==> config.mk <==
export PLATFORM = sky130hd
export DESIGN_NAME = pool_stream
export DESIGN_NICKNAME = d
export VERILOG_FILES = /design/src/rtl/pool_pkg.sv /design/src/rtl/pool_max_cmp.sv /design/src/rtl/pool_stream.sv
export SDC_FILE = /design/constraint.sdc
export NUM_CORES = 1
export LEC_CHECK = 0
export ABC_CLOCK_PERIOD_IN_PS = 2200
export CAP_MARGIN = 0
export CORE_UTILIZATION = 48
export DETAILED_ROUTE_END_ITERATION = 7
export PLACE_DENSITY = 0.89
export SETUP_SLACK_MARGIN = 0.02
export SYNTH_ARGS = -nofsm -noshare
export SYNTH_HDL_FRONTEND = slang
export SYNTH_SLANG_ARGS = --single-unit
==> constraint.sdc <==
create_clock -name clk -period 2.2 [get_ports clk]
set_input_delay 0.33 -clock clk [delete_from_list [all_inputs] [get_ports clk]]
set_output_delay 0.33 -clock clk [all_outputs]
set_load 0.03 [all_outputs]
==> src/rtl/pool_pkg.sv <==
// Shared types and helpers for the streaming pooling unit.
package pool_pkg;

  typedef enum logic {
    POOL_MAX = 1'b0,
    POOL_AVG = 1'b1
  } pool_mode_e;

  // Bit value replicated across the data path on reset.
  localparam logic POOL_DATA_RST = 1'b0;

  // Ceiling log2 for elaboration-time window sizing.
  function automatic int unsigned pool_log2(input int unsigned n);
    int unsigned r;
    r = 0;
    for (int unsigned i = 0; i < 32; i++) begin
      if ((32'd1 << i) < n) r = i + 1;
    end
    return r;
  endfunction

endpackage

==> src/rtl/pool_max_cmp.sv <==
// Combinational maximum of two samples; ties return a_i so the running value is kept.
module pool_max_cmp #(
  parameter int unsigned DATA_W = 32,
  parameter bit          SIGNED = 1'b1
) (
  input  logic [DATA_W-1:0] a_i,
  input  logic [DATA_W-1:0] b_i,
  output logic [DATA_W-1:0] max_c_o
);

  logic b_gt_a_c;

  always_comb begin
    b_gt_a_c = 1'b0;
    if (SIGNED) b_gt_a_c = $signed(b_i) > $signed(a_i);
    else        b_gt_a_c = b_i > a_i;
    max_c_o = b_gt_a_c ? b_i : a_i;
  end

endmodule

==> src/rtl/pool_stream.sv <==
// Streaming max/mean pooler over WIN-beat windows with valid/ready on both sides.
// Define POOL_AVG_EN to build the average mode; otherwise the unit is max-only.
module pool_stream
  import pool_pkg::*;
#(
  parameter int unsigned DATA_W = 32,
  parameter int unsigned WIN    = 4,
  parameter bit          SIGNED = 1'b1
) (
  input  logic                    clk,
  input  logic                    rst,
  input  logic                    clr,
  input  logic                    mode,
  input  logic                    in_valid,
  output logic                    in_ready,
  input  logic [DATA_W-1:0]       in_data,
  output logic                    out_valid,
  input  logic                    out_ready,
  output logic [DATA_W-1:0]       out_data,
  output logic [$clog2(WIN)-1:0]  win_cnt
);

  localparam int unsigned LOG2W = pool_log2(WIN);
  localparam int unsigned CNT_W = $clog2(WIN);
`ifdef POOL_AVG_EN
  localparam int unsigned ACC_W = DATA_W + LOG2W;
`else
  localparam int unsigned ACC_W = DATA_W;
`endif
  localparam logic [CNT_W-1:0] CNT_LAST = CNT_W'(WIN - 1);

  logic [CNT_W-1:0]  cnt_q, cnt_d;
  logic [ACC_W-1:0]  acc_q, acc_d;
  logic [ACC_W-1:0]  in_ext_c;
  logic              out_valid_q, out_valid_d;
  logic [DATA_W-1:0] out_data_q, out_data_d;
  logic [DATA_W-1:0] max_c;
  logic              first_c, last_c, accept_c;

  pool_max_cmp #(
    .DATA_W (DATA_W),
    .SIGNED (SIGNED)
  ) u_max_cmp (
    .a_i     (acc_q[DATA_W-1:0]),
    .b_i     (in_data),
    .max_c_o (max_c)
  );

`ifdef POOL_AVG_EN
  pool_mode_e       mode_q, mode_d;
  logic [ACC_W-1:0] sum_c;

  // Widen the sample so the running sum cannot overflow.
  assign in_ext_c = SIGNED ? {{LOG2W{in_data[DATA_W-1]}}, in_data}
                           : {{LOG2W{1'b0}}, in_data};
  assign sum_c    = acc_q + in_ext_c;
`else
  logic unused_mode;

  assign in_ext_c    = in_data;
  assign unused_mode = mode;
`endif

  assign first_c  = (cnt_q == '0);
  assign last_c   = (cnt_q == CNT_LAST);
  // Only the closing beat waits for the output slot; earlier beats always flow.
  assign in_ready = rst && !(last_c && out_valid_q && !out_ready);
  assign accept_c = in_valid && in_ready && !clr;

  always_comb begin
    cnt_d       = cnt_q;
    acc_d       = acc_q;
    out_valid_d = out_valid_q;
    out_data_d  = out_data_q;
`ifdef POOL_AVG_EN
    mode_d      = mode_q;
`endif

    if (out_valid_q && out_ready) out_valid_d = 1'b0;

    if (clr) begin
      cnt_d = '0;
      acc_d = '0;
    end else if (accept_c) begin
      cnt_d = cnt_q + CNT_W'(1);
      if (first_c) begin
        acc_d  = in_ext_c;
`ifdef POOL_AVG_EN
        mode_d = pool_mode_e'(mode);
`endif
      end else if (!last_c) begin
`ifdef POOL_AVG_EN
        acc_d = (mode_q == POOL_AVG) ? sum_c : ACC_W'(max_c);
`else
        acc_d = max_c;
`endif
      end else begin
        out_valid_d = 1'b1;
`ifdef POOL_AVG_EN
        // Upper DATA_W bits of the widened sum equal the shifted mean for either signedness.
        out_data_d  = (mode_q == POOL_AVG) ? sum_c[ACC_W-1 -: DATA_W] : max_c;
`else
        out_data_d  = max_c;
`endif
      end
    end
  end

  always_ff @(posedge clk) begin
    if (!rst) begin
      cnt_q       <= '0;
      acc_q       <= {ACC_W{POOL_DATA_RST}};
      out_valid_q <= 1'b0;
      out_data_q  <= {DATA_W{POOL_DATA_RST}};
`ifdef POOL_AVG_EN
      mode_q      <= POOL_MAX;
`endif
    end else begin
      cnt_q       <= cnt_d;
      acc_q       <= acc_d;
      out_valid_q <= out_valid_d;
      out_data_q  <= out_data_d;
`ifdef POOL_AVG_EN
      mode_q      <= mode_d;
`endif
    end
  end

  assign out_valid = out_valid_q;
  assign out_data  = out_data_q;
  assign win_cnt   = cnt_q;

endmodule

==> summary.md <==
| Metric | Value |
|---|---|
| Total grt overflow | 0 |
| Share of layout cells above drive strength 1 | 42.95% |
| Max Freq | roughly 350 MHz |
| Post-Place Worst Slack | -699.9 ps |
| Final hold slack | between 400 and 500 ps |
| # H-tree levels | 3 |
| Post-synthesis sequential area ratio | about a third |
| Vias in the first global route | 4953 |
| Worst-Margin Slew | roughly 610 ps |
| Post-synth ARST share | 0% |
| Leak pwr | 2.238 nW |
| Yosys warns | 0 |
| Post-DRT Antenna Nets | 0 |
| DR vias | roughly 5400 |
| GP Congestion | ~0.87 |
| Initial drt markers | between 800 and 900 |
| Seq cells post-synth | 67 |
| Max Slew Vio Count | 0 |
| Top cells by area, synth | dfxtp_1 (34%), ha_1 (11%), nand3_1 (8.8%) |
| Hold path depth | 3 |
| Clk_skew | around 12 ps |
| Overall Global Routing Usage | around two fifths |
| Number of port buffers | 72 |
| Internal power | ~2.2 mW |
| Placed cell area | 5172 um^2 |
| Switching power | a little over 0.9 mW |
| Clk_lat worst skew | 370 ps |
| Core Box Area | 7807 um^2 |
| Clk slew on worst S/H paths | approximately 80 ps |
| Die width | 92.34 um |
| Final-report hold violation count | 0 |
| Max FO, Critical Path | 7 |
| Via density | between 7 and 8 |
| Initial antenna violation count | 0 |
| Dpl hpwl | about 8.5 mm |
| Pwr per Cell Area | roughly 480 nW/um^2 |
| Syn-to-layout area delta | 66.30% |
| CTS tree | yes |
| Starting Density | roughly half |
| FF-to-FF path depth | 13 |
| CP required | 2470 ps |
| Crit path time final | 2837 ps |
| Synthesized instance count | 477 |
| First-pass GRT wire length | ~26 mm |
| # rows | 32 |
| Total design power | about 3.1 mW |
| Gate power share | between 20% and 30% |
| Finished Cell Area | around 6500 um^2 |
| Sw frac | between 20% and 30% |
| Syn Nets | 549 |
| CP Capture Type | flip-flop |
| Hold_buf cts | 0 |
| Area share of the largest cell type after synthesis | 34.24% |
| Largest net degree at the start of global routing | 35 |
| Worst hold path type | primary input to flip-flop |
| Area leader, netlist | dfxtp_1 |
| Fin crit share | 129.0% |
| Root Driver | clkbuf_8 |
| Final setup margin | -637.0 ps |
| Longest Clk Path Bufs | 2 |
| Post-synth EDFFs | 0 |
| Max Used Layer | met4 |
| Slew margin rel. | 59.27% |
| Synth Cell Area | between 3000 and 4000 um^2 |
| Most used DFF post-synth | dfxtp_1 |
| Drt pass-1 iters | 6 |
| Antenna cells | 0 |
| Synth cell types | between 40 and 50 |
| Met2 Wirelength | a little under 9 mm |
| Die ar. | approximately 8500 um^2 |
| Total wire length | around 21 mm |
| RSZ-0062 raised after global routing | true |
| Metal-1 WL | around 7.2 mm |
| Final setup fails | 64 |
| Largest vdd supply drop | ~0.38 mV |
| DRC Markers | 0 |
| Startpoint Class | flip-flop |
| Worst EP arrival | between 3000 and 4000 ps |
| Final core utilization | a little over four fifths |
| Reg power frac | between 30 and 40% |
| WL/cell | 28.86 um |
| Failing checks | negative setup slack |
| Mean Syn Cell Area | 8.213 um^2 |
| Die Y | slightly above 90 um |
| Status | complete, but fails checks |
| CTS sink cnt | 67 |
| Clock power frac | between 30% and 40% |
| I/O Pins | 74 |
| Crit Path Class | flip-flop to flip-flop |
| Number of buffers created by CTS | 9 |
| Fin nets | 691 |
| Max cap viols | 0 |
| Wire length on met3 | between 3 and 4 mm |
-- final cells by class --
type                    count  area, um^2
well taps                 102       127.6
repair buffers            173        1672
multi-input cells         333        2993
clock inverters             4       72.57
clock buffers              12       155.1
inverters                  35       131.4
fillers                   356        1292
flip-flops and latches     67        1364
-- layer usage --
| metal | track usage (%) | up-vias |
|---|---|---|
| li1 | - | 2069 |
| met1 | 49.67 | 2459 |
| met2 | 61.91 | 684 |
| met4 | 26.43 | 0 |
| met3 | 10.02 | 205 |
| met5 | 0 | - |
-- cell usage after synthesis, types with 2 or more instances --
| library cell | number |
|---|---|
| nand3_1 | 69 |
| dfxtp_1 | 67 |
| o21ai_0 | 48 |
| a21oi_1 | 45 |
| nand4_1 | 38 |
| inv_1 | 35 |
| ha_1 | 34 |
| o211ai_1 | 28 |
| clkbuf_1 | 21 |
| o21ai_1 | 19 |
| buf_2 | 11 |
| nand2_1 | 6 |
| o211ai_2 | 6 |
| buf_4 | 5 |
| nor2_1 | 5 |
| a21o_1 | 3 |
| buf_1 | 3 |
| nand2b_1 | 3 |
| buf_6 | 2 |
| nor2b_1 | 2 |
| nor3b_1 | 2 |
| o21a_1 | 2 |
-- kinds of logic (layout without fill, tap and decap cells) --
| group | Yosys count | count (layout) | synth area share [%] |
|---|---|---|---|
| AOI/OAI and AO/OA | 159 | 159 | 24.94 |
| and+or+nand+nor | 138 | 138 | 20.89 |
| buffers and inverters | 77 | 224 | 8.592 |
| DFF | 67 | 67 | 34.24 |
| adders and majority gates | 34 | 34 | 10.86 |
| xor gates and xnor gates | 1 | 1 | 0.2236 |
| muxes | 1 | 1 | 0.2555 |
-- critical path, stage by stage (launching register included) --
cell       delay [ps]
dfxtp_2           360
inv_2              60
ha_4              280
nand4_1           170
buf_4             210
nor4_4            290
buf_6             190
nand2_4            70
buf_6             120
o2111ai_4         270
buf_6             180
buf_12            150
nand3_1           110
a21oi_1           270
-- path summary, 6_finish.rpt --
kind	slack, ps	endpoint	startpoint
hold / removal	420	acc_q[9]$_SDFFE_PP0P_	in_data[9]
hold reg to reg	500	out_data[10]$_SDFFE_PN0P_	out_data[10]$_SDFFE_PN0P_
setup / recovery	-640	acc_q[11]$_SDFFE_PP0P_	acc_q[22]$_SDFFE_PP0P_
setup reg to reg	-640	acc_q[11]$_SDFFE_PP0P_	acc_q[22]$_SDFFE_PP0P_
-- placed cells by master, fill, tap and decap left out, drive strengths merged, types with 2 or more instances in the layout --
master,instances
o21a,2
nor3,2
dfxtp,67
and4,2
nand2,6
clkbuf,13
ha,34
nor4,2
nand3,70
a21oi,45
a211oi,2
nand2b,3
nor2,5
nor3b,3
nand4,40
o21ai,67
a21o,3
o211ai,34
bufinv,2
inv,35
nor2b,2
buf,101
dlygate4sd2,22
clkdlybuf4s50,49
-- power groups by stage --
| stage | registers [mW] | logic (mW) | clock network, mW |
|---|---|---|---|
| final | 1.23 | 0.647 | 1.22 |
| after global routing | 1.23 | 0.656 | 1.26 |
| after CTS | 1.23 | 0.502 | 1.18 |
| after detailed placement | 1.25 | 0.416 | 0 |
| after global placement | 1.25 | 0.400 | 0 |
| after floorplan | 1.25 | 0.198 | 0 |
-- sequential cells by signal (all words and copies together) (netlist names) --
name,cells
win_cnt,2
out_valid,1
out_data,32
acc_q,32
-- repair_timing --
item / in CTS / in global routing
hold endpoints to repair: 0 / 0
endpoints found under the setup margin: 64 / 64
buffers inserted: 19 / 9
pin swaps: 35 / 24
resized for setup: 163 / 86
gates cloned: 4 / 1
-- stage by stage --
step	TNS [ps]	instances
6_report	-29410	726
5_1_grt	-32790	726
2_1_floorplan	0	477
3_5_place_dp	-40890	679
4_1_cts	-4631	717
3_3_place_gp	-36740	679
Power figures use the tool's default switching activity.
